`src/rtl/interrupt_controller.sv`:
```
// Fixed-priority interrupt controller: edge-detects peripheral events into sticky pending
// flags and hands one vector at a time to the CPU through an irq/ack/reti handshake.
module interrupt_controller #(
    parameter int NUM_IRQ      = 16,
    parameter int I_ADDR_WIDTH = 10,
    parameter int VECTOR_BASE  = 1
) (
    input  logic                    clk,
    input  logic                    reset,
    input  logic [NUM_IRQ-1:0]      irq_src,
    input  logic [NUM_IRQ-1:0]      irq_mask,
    input  logic                    global_ie,
    input  logic                    irq_ack,
    input  logic                    reti,
    input  logic                    clr_we,
    input  logic [NUM_IRQ-1:0]      clr_mask,
    output logic                    irq,
    output logic [I_ADDR_WIDTH-1:0] vector,
    output logic [NUM_IRQ-1:0]      pending,
    output logic                    in_service,
    output logic [1:0]              state_dbg
);

    localparam int IDX_W = (NUM_IRQ > 1) ? $clog2(NUM_IRQ) : 1;

    typedef enum logic [1:0] {
        IDLE    = 2'd0,
        REQUEST = 2'd1,
        SERVICE = 2'd2
    } state_t;

    state_t                  state_q;
    logic [NUM_IRQ-1:0]      src_q;
    logic [NUM_IRQ-1:0]      pending_q, pending_d;
    logic                    irq_q;
    logic [I_ADDR_WIDTH-1:0] vector_q;
    logic                    in_service_q;
    logic [IDX_W-1:0]        grant_q;

    logic [NUM_IRQ-1:0]      irq_event;
    logic [NUM_IRQ-1:0]      eligible;
    logic [IDX_W-1:0]        winner;
    logic                    ack_fire;

    assign irq_event = irq_src & ~src_q;
    assign eligible  = pending_q & irq_mask;
    assign ack_fire  = (state_q == REQUEST) && irq_ack;

    // Scan from the lowest priority upward so the lowest set index wins.
    always_comb begin
        winner = '0;
        for (int i = NUM_IRQ - 1; i >= 0; i--) begin
            if (eligible[i]) winner = IDX_W'(i);
        end
    end

    // A fresh event always beats a clear landing in the same cycle.
    always_comb begin
        pending_d = pending_q;
        for (int i = 0; i < NUM_IRQ; i++) begin
            if (irq_event[i])
                pending_d[i] = 1'b1;
            else if (ack_fire && (grant_q == IDX_W'(i)))
                pending_d[i] = 1'b0;
            else if (clr_we && clr_mask[i])
                pending_d[i] = 1'b0;
        end
    end

    always_ff @(posedge clk) begin
        if (!reset) begin
            state_q      <= IDLE;
            src_q        <= '0;
            pending_q    <= '0;
            irq_q        <= 1'b0;
            vector_q     <= '0;
            in_service_q <= 1'b0;
            grant_q      <= '0;
        end else begin
            src_q     <= irq_src;
            pending_q <= pending_d;
            case (state_q)
                IDLE: begin
                    if (global_ie && (eligible != '0)) begin
                        irq_q    <= 1'b1;
                        vector_q <= I_ADDR_WIDTH'(VECTOR_BASE) + I_ADDR_WIDTH'(winner);
                        grant_q  <= winner;
                        state_q  <= REQUEST;
                    end
                end
                REQUEST: begin
                    // Grant is frozen here; only ack or withdrawal leaves this state.
                    if (irq_ack) begin
                        irq_q        <= 1'b0;
                        in_service_q <= 1'b1;
                        state_q      <= SERVICE;
                    end else if (!global_ie || !eligible[grant_q]) begin
                        irq_q   <= 1'b0;
                        state_q <= IDLE;
                    end
                end
                SERVICE: begin
                    if (reti) begin
                        in_service_q <= 1'b0;
                        state_q      <= IDLE;
                    end
                end
                default: begin
                    irq_q        <= 1'b0;
                    in_service_q <= 1'b0;
                    state_q      <= IDLE;
                end
            endcase
        end
    end

    assign irq        = irq_q;
    assign vector     = vector_q;
    assign pending    = pending_q;
    assign in_service = in_service_q;
    assign state_dbg  = state_q;

endmodule
```
`config.mk`:
```
export PLATFORM = sky130hd
export DESIGN_NAME = interrupt_controller
export DESIGN_NICKNAME = d
export VERILOG_FILES = /design/src/rtl/interrupt_controller.sv
export SDC_FILE = /design/constraint.sdc
export NUM_CORES = 1
export LEC_CHECK = 0
export CAP_MARGIN = 10
export CORE_MARGIN = 1.5
export CORE_UTILIZATION = 25
export CTS_BUF_LIST = sky130_fd_sc_hd__clkbuf_4 sky130_fd_sc_hd__clkbuf_8
export CTS_CLUSTER_SIZE = 40
export DETAILED_ROUTE_END_ITERATION = 10
export SKIP_LAST_GASP = 1
export SYNTH_ARGS = -nofsm -noshare
export SYNTH_HDL_FRONTEND = slang
export SYNTH_SLANG_ARGS = --single-unit
```
`constraint.sdc`:
```
create_clock -name clk -period 2.4 [get_ports clk]
set_input_delay 0.48 -clock clk [delete_from_list [all_inputs] [get_ports clk]]
set_output_delay 0.48 -clock clk [all_outputs]
set_load 0.02 [all_outputs]
```
# After elaboration in Yosys (flattened, before gate mapping)

Cells that the tools add are included.

Flip-flop bits (word level): 50
Bits of input ports: 54
Output and inout port bits: 30
Logic and storage cells: 188

Add/sub/neg operators: 1
Order comparisons: 1
Eq/ne operators: 21
Muxes and demuxes: 78
Bitwise operators: 5
Reduce and logical (&&, ||, !) cells: 60

Operators with widths:

| cell                                                                  | count |
|---|---|
| 4-bit 2-to-1 mux                                                      | 16 |
| 1-bit 2-to-1 mux                                                      | 54 |
| 3-bit nonzero test                                                    | 16 |
| 1-bit logical AND                                                     | 34 |
| 16-bit bitwise AND                                                    | 2 |
| 4-bit == test (second input constant)                                 | 8 |
| 4-bit by 3-bit == test with 1-bit output (second input constant)      | 4 |
| 16-bit NOT                                                            | 1 |
| 16-bit nonzero test                                                   | 1 |
| 3-bit AND reduction                                                   | 3 |
| 4-bit by 2-bit == test with 1-bit output (second input constant)      | 2 |
| 2-bit 2-to-1 mux                                                      | 4 |
| 2-bit != test (second input constant)                                 | 3 |
| 1-bit one-hot mux with 3 select lines                                 | 2 |
| 2-bit one-hot mux with 3 select lines                                 | 1 |
| 1-bit by 4-bit adder with 5-bit output (first input constant)         | 1 |
| 4-bit by 5-bit < comparator with 1-bit output (second input constant) | 1 |
| 1-bit binary-select mux with 4-bit select                             | 1 |
| 4-bit by 1-bit == test with 1-bit output (second input constant)      | 1 |
| 4-bit zero test                                                       | 1 |
| 3-bit by 2-bit != test with 1-bit output (second input constant)      | 1 |
| 2-bit by 1-bit == test with 1-bit output (second input constant)      | 1 |
| 2-bit == test (second input constant)                                 | 1 |
| 1-bit zero test                                                       | 2 |
| 4 further kinds                                                       | 5 |

# Longest topological paths before layout

Gate-level depths: netlist of run 1.

Depth after elaboration: 18
Gate-level depth with buffers: 8
Mapped depth without buffers: 8

# Least setup slack after synthesis of run 1

No wires, ideal clock.

Kind: reg2reg
From: register pending_q[7], in the netlist pending[7]
To: register irq_q, in the netlist irq
Library setup time: 0.066 ns
Arrival: 1.829 ns
Data required time: 2.334 ns
Path slack: 0.505 ns
Stages on the path, launching flop included: 7
Path buffers: 0
Period minus slack after synthesis: 1.895 ns
Cells stage by stage: dfxtp_1 nand2_1 mux4_1 mux4_2 nor2_2 a21oi_1 a21oi_2

Cells in the longest elaborated chain, start to end: 7
Elaborated cells between the ends (all ways): 10
Classes of those cells: eq/ne: 2; mux: 2; bitwise: 1; reduce/logical: 5

RTL lines:

| what                                               | RTL line | text |
|---|---|---|
| start: declaration                                 | 34       | `logic [NUM_IRQ-1:0] pending_q, pending_d;` |
| start signal: assignment                           | 81       | `pending_q <= pending_d;` |
| 16-bit bitwise AND (*)                             | 46       | `assign eligible = pending_q & irq_mask;` |
| 1-bit binary-select mux with 4-bit select          | 97       | `end else if (!global_ie \|\| !eligible[grant_q]) begin` |
| 1-bit 2-to-1 mux (not written as such)             | 97       |  |
| 1-bit zero test                                    | 97       |  |
| 1-bit logical OR                                   | 97       |  |
| 3-bit by 2-bit != test with 1-bit output (no line) | -        |  |
| 3-bit AND reduction (no line) (*)                  | -        |  |
| end signal: assignment                             | 94       | `irq_q <= 1'b0;` |
| end signal: assignment                             | 98       | `irq_q <= 1'b0;` |
| end signal: assignment                             | 109      | `irq_q <= 1'b0;` |
| end: declaration                                   | 35       | `logic irq_q;` |

Every way passes the cells marked *; elsewhere a longest branch is shown, timed or not. The select of a mux whose other input is x is not followed.
A chain may end at the register's enable or synchronous reset.

# Final worst setup path of run 1

From: input irq_mask[11]
To: register vector_q[3], in the netlist vector[3]

Cells in the longest elaborated chain, start to end: 14
Elaborated cells between the ends (all ways): 17
Classes of those cells: add/sub: 1; mux: 12; bitwise: 1; reduce/logical: 3

RTL lines:

| what                                   | RTL line | text |
|---|---|---|
| start: declaration                     | 11       | `input logic [NUM_IRQ-1:0] irq_mask,` |
| 16-bit bitwise AND                     | 46       |  |
| 4-bit 2-to-1 mux (12 in series)        | 53       | `if (eligible[i]) winner = IDX_W'(i);` |
| via winner[0]                          | 42       | `logic [IDX_W-1:0] winner;` |
| 1-bit by 4-bit adder with 5-bit output | 86       | `vector_q <= I_ADDR_WIDTH'(VECTOR_BASE) + I_ADDR_WIDTH'(winner);` |
| end signal: assignment                 | 86       |  |
| end: declaration                       | 36       | `logic [I_ADDR_WIDTH-1:0] vector_q;` |

The timed path passes the listed nets, and every way through them passes these cells.

==> results of run 1 <==
[per-stage QoR]
stage	instances	TNS [ns]	hold WS, ns	power, uW
after detailed placement	435	-0.185	0.397	1390
after floorplan	257	0	0.388	1130
final	443	0	0.408	1970
after global placement	435	-0.117	0.390	1380
after global routing	443	0	0.427	2070
after CTS	443	0	0.411	1990
[worst max-delay path, delay by kind of cell]
kind / cells / cell delay, ns
buffers and inverters: 3 / 0.71
AO/OA/AOI/OAI: 4 / 0.71
AND/OR/NAND/NOR: 2 / 0.44
[path summary, 6_finish.rpt]
path                                              start                       to  slack, ns  cells after the start
worst max-delay path                       irq_mask[11]   vector[3]$_SDFFE_PN0P_       0.24                      9
worst min-delay path                src_q[4]$_SDFF_PN0_  pending[4]$_SDFFE_PN0P_       0.41                      1
worst max register to register  grant_q[1]$_SDFFE_PN0P_         irq$_SDFFE_PN0P_       0.41                      5
worst min register to register      src_q[4]$_SDFF_PN0_  pending[4]$_SDFFE_PN0P_       0.41                      1
[report_power, final]
part           switching (uW)  leakage (uW)  internal, uW
sequential               61.3      0.000374           807
combinational             234      0.000849           268
clock                     260     0.0000574           338
total                     556       0.00128          1410
[per-layer routing]
metal / vias up / share of wire
met5: - / 0
met4: 0 / 0.023
met3: 12 / 0.059
met2: 74 / 0.48
met1: 975 / 0.44
li1: 1066 / -
[placed cells by master (no fill, tap or decap), types with 2 or more instances in the layout]
master / instances
a22o_1: 2
a21oi_1: 7
nor3_1: 4
a22oi_1: 8
a31oi_1: 2
a32o_1: 2
a21boi_1: 2
nor2b_1: 9
o21ai_0: 13
conb_1: 5
nand4b_1: 2
o22ai_1: 4
mux2i_1: 5
dfxtp_1: 45
buf_4: 10
o2111ai_1: 13
clkbuf_8: 6
or3_1: 2
nand4_1: 3
nor2_1: 4
clkdlybuf4s50_1: 78
o21ai_1: 6
nand2b_1: 2
mux4_1: 4
nand3_1: 9
nand2_1: 56
nand3b_1: 2
inv_1: 18
[Yosys cell counts, drive strengths merged (6+ instances only)]
library cell / number
clkbuf: 6
buf: 10
nand2: 56
inv: 18
a21oi: 8
dfxtp: 45
a22oi: 8
o21ai: 19
nor2b: 9
nand3: 9
o2111ai: 13
[flip-flops by register name, summed over array words and instances, names as in the netlist]
register / count
src_q: 16
vector: 5
in_service: 1
pending: 16
irq: 1
state_dbg: 2
grant_q: 4
[layout make-up]
class	instances	area, um2	share of cell area
clock inverters	2	37.5	0.0117
flip-flops and latches	45	901	0.282
multi-input cells	178	1100	0.345
clock buffers	6	82.6	0.0258
well taps	105	131	0.0411
repair buffers	89	876	0.274
inverters	18	67.6	0.0211
[cells by family after synthesis]
family	after synthesis
AND/OR/NAND/NOR	99
multiplexers	10
flip-flops	45
XOR/XNOR	1
adder cells (fa/ha/maj)	1
other	1
buffers and inverters	34
AO/OA/AOI/OAI	62
==> metrics, run 1 <==
outcome=finished clean; Mapped Area=0.00215 mm2; Die H=95.8 um; Fmax achieved=463 MHz; sequential area share after synthesis=0.419; pwr dens=616 mW/mm2; Num CTS Buffers=5; worst skew pair latency=0.30 ns; XOR/XNOR Fraction of Synth Area=0.00407; share of flip-flops with an asynchronous set or reset=0; Routed Antenna Nets=0; first-pass GRT wire length=10200 um; Initial Utilization=0.261; Synth Area in Simple Gates=0.216; CTS root buf=clkbuf_8; vias=2127; number of synthesized register bits=45; clk sinks=45; drt first-iter violations=162; GP Congestion=1.00; largest net degree at the start of global routing=25; initial antenna violation count=0; die area=0.00917 mm2; MaxCap Viol Count=0; drt drc=0; Final Cell Area=0.00320 mm2; kind of critical path=in -> reg; post_cts resized=0; PortBufs=78; dpl hpwl=5130 um; grt met1 use=0.182; Routed WL per cell=14.4 um; number of global-route vias before repair=2134; ANT cells=0; gr ovfl total=0; Gate Count Post-Synth=253; Startpoint Class=input port; Synth Area in Adders=0.00581; Max FO, Critical Path=3; Leak=0.00128 uW; CP Data Required Time=2.58 ns; cts hold-fix bufs=0; vias per cell=4.80; Worst Tran Pin Value=0.612 ns; Placeable Area=0.00826 mm2; distinct cell type count after synthesis=42; fin nets=392; EDFF count, synth=0; Horiz. Die Dim=95.8 um; CP max-delay cell=clkdlybuf4s50_1; CTS tree=yes; Initial DRT Pass Iterations=4; number of placement rows=33; fillcell total=846; RSZ-0062 raised after global routing=false; fin crit share=0.899; GRT Util Overall=0.146; final WL=6380 um; fin crit period=2.16 ns; Rel. slew slack=0.591; clock slew at reported path FFs=0.09 ns; Area Growth Syn to Fin=48.6%; Core Util, Final=0.387; Fin. Hold Viols=0; layout cell share with drive strength beyond 1=0.0651; pre-CTS setup slack=-0.0706 ns; Placed Area=0.00308 mm2; clk_skew=0.00629 ns; Final setup viols=0; Post-synth top flop=dfxtp_1; mux cell area share after synthesis=0.0826; clock buffer depth=2; post-synthesis compound-gate area fraction=0.195; GR Util met3=0.0371; GRT Max-Usage Layer=met2; number of top-level pins=84; CP Cell Sequence=clkdlybuf4s50_1 -> nand2_1 -> a32o_1 -> o2111ai_1 -> a32oi_1 -> inv_1 -> buf_4 -> a21oi_1 -> or3_1; Setup Fix Bufs, Post-CTS=0; CP peak stage delay=0.50 ns; Crit. End Element=flop; Max VDD drop=0.255 mV; Synth top area share=0.419; fin worst setup slack=0.242 ns; Synth area leader=dfxtp_1; count of final max-slew check failures=0; CTS H-tree depth=2; Ys Warns=0; largest family of logic cells by synthesized area=simple AND/OR/NAND/NOR gates; top post-synthesis cells by area=dfxtp_1, nand2_1, o2111ai_1, mux4_1, inv_1; WP data arrival=2.34 ns; worst hold path class=reg -> reg; Avg Cell Area, Syn=8.51 um2; met2 GRT Util=0.241
No activity file was read; power rests on OpenSTA's default activity.
==> inputs of run 2 (changes only) <==
- CORE_ASPECT_RATIO: default -> 0.5
==> metrics, run 2 (synthesized netlist as in run 1, its figures left out) <==
Fin. Hold Viols=0; drt first-iter violations=112; most common cell after layout, fill and taps aside=clkdlybuf4s50_1; GRT Util Overall=0.144; Die H=68.6 um; Psw=565 uW; sequential share of power=0.462; drt drc=0; most frequent cells in the layout=clkdlybuf4s50_1, nand2_1, dfxtp_1, inv_1, buf_4; final WL=6580 um; Setup Fix Bufs, Post-CTS=0; fin crit period=2.20 ns; Startpoint Class=input port; initial antenna violation count=0; vias=2163; pre-CTS setup slack=-0.111 ns; Initial Utilization=0.263; Worst Tran Pin Value=0.628 ns; clock slew at reported path FFs=0.09 ns; CP Data Required Time=2.59 ns; RSZ-0062 raised after global routing=false; die area=0.00921 mm2; Leak=0.00130 uW; post_cts resized=0; CP Cell Sequence=clkdlybuf4s50_1 -> a22o_1 -> a31oi_1 -> o2111ai_1 -> a32oi_1 -> inv_1 -> ha_1 -> mux2i_1 -> nor2b_1; Core Util, Final=0.396; GP Congestion=0.928; WP buf/inv=2; Fmax achieved=454 MHz; CP peak stage delay=0.45 ns; worst skew pair latency=0.30 ns; Max VDD drop=0.227 mV; Max FO, Critical Path=3; fin crit share=0.918; MaxCap Viol Count=0; ANT cells=0; Crit. End Element=flop; Area Growth Syn to Fin=50.3%; clk_skew=0.0105 ns; fin worst setup slack=0.197 ns; number of placement rows=23; Routed WL per cell=14.5 um; Horiz. Die Dim=134 um; Sequential Area=901 um2; Gate power share=0.273; clk sinks=45; CP max-delay cell=clkdlybuf4s50_1; Crit path max-delay family=compound AO/OA/AOI/OAI gates; number of global-route vias before repair=2073; Internal=1320 uW; Final Cell Area=0.00324 mm2; reg2reg path depth=5; Final setup viols=0; dpl hpwl=5200 um; CTS root buf=clkbuf_8; cts hold-fix bufs=0; CP Depth=9; fin nets=397; WHS Path Cells=1; count of final max-slew check failures=0; pwr dens=583 mW/mm2; gr ovfl total=0; WP data arrival=2.39 ns; first-pass GRT wire length=10200 um; Multi-input gate area=0.00110 mm2; CTS tree=yes; PortBufs=78; Placed Area=0.00314 mm2; Routed Antenna Nets=0; clock share of power=0.265; CTS H-tree depth=2; largest net degree at the start of global routing=46; Rel. slew slack=0.580; Num CTS Buffers=5; number of top-level pins=84; fillcell total=831; Sw Ratio=0.300; Initial DRT Pass Iterations=4; vias per cell=4.75; layout cell share with drive strength beyond 1=0.0787; kind of critical path=in -> reg; outcome=finished clean; clock buffer depth=2; worst hold path class=reg -> reg; Placeable Area=0.00817 mm2
run 2: worst reg2reg max path, stage by stage (launching register included):
cell and delay [ns]:
dfxtp_1 0.54, mux4_1 0.60, mux4_2 0.50, nor2_2 0.14, a21oi_1 0.08, a21oi_2 0.09
run 2: power by group through the flow:
stage	sequential (uW)	clock [uW]	combinational (uW)
2_1_floorplan	911	0	224
3_3_place_gp	886	0	508
3_5_place_dp	887	0	517
4_1_cts	871	513	518
5_1_grt	880	544	556
6_report	871	500	515
run 2: final timing paths:
path | start | to | slack [ns]
worst max register to register | grant_q[1]$_SDFFE_PN0P_ | irq$_SDFFE_PN0P_ | 0.39
worst max-delay path | irq_mask[13] | vector[1]$_SDFFE_PN0P_ | 0.20
worst min register to register | src_q[4]$_SDFF_PN0_ | pending[4]$_SDFFE_PN0P_ | 0.41
worst min-delay path | src_q[4]$_SDFF_PN0_ | pending[4]$_SDFFE_PN0P_ | 0.41
run 2: metal layers:
| layer | GRT usage | part of all wire | vias to the layer above |
|---|---|---|---|
| li1 | - | - | 1077 |
| met1 | 0.183 | 0.47 | 1021 |
| met2 | 0.251 | 0.48 | 55 |
| met3 | 0.0300 | 0.037 | 10 |
| met4 | 0.0457 | 0.015 | 0 |
| met5 | 0 | 0 | - |
run 2: final cells by class:
type / count / share of cell area
Clock inverter: 2 / 0.00503
Clock buffer: 6 / 0.0255
Inverter: 18 / 0.0209
Multi-Input combinational cell: 178 / 0.341
Timing Repair Buffer: 94 / 0.286
Tap cell: 112 / 0.0433
Sequential cell: 45 / 0.278
run 2: metrics by stage:
step / hold slack, ns / power, uW / instances / TNS (ns)
floorplan: 0.388 / 1130 / 257 / 0
global placement: 0.390 / 1390 / 447 / -0.0800
detailed placement: 0.398 / 1400 / 447 / -0.285
CTS: 0.411 / 1900 / 455 / 0
global route: 0.419 / 1980 / 455 / 0
finish: 0.407 / 1890 / 455 / 0
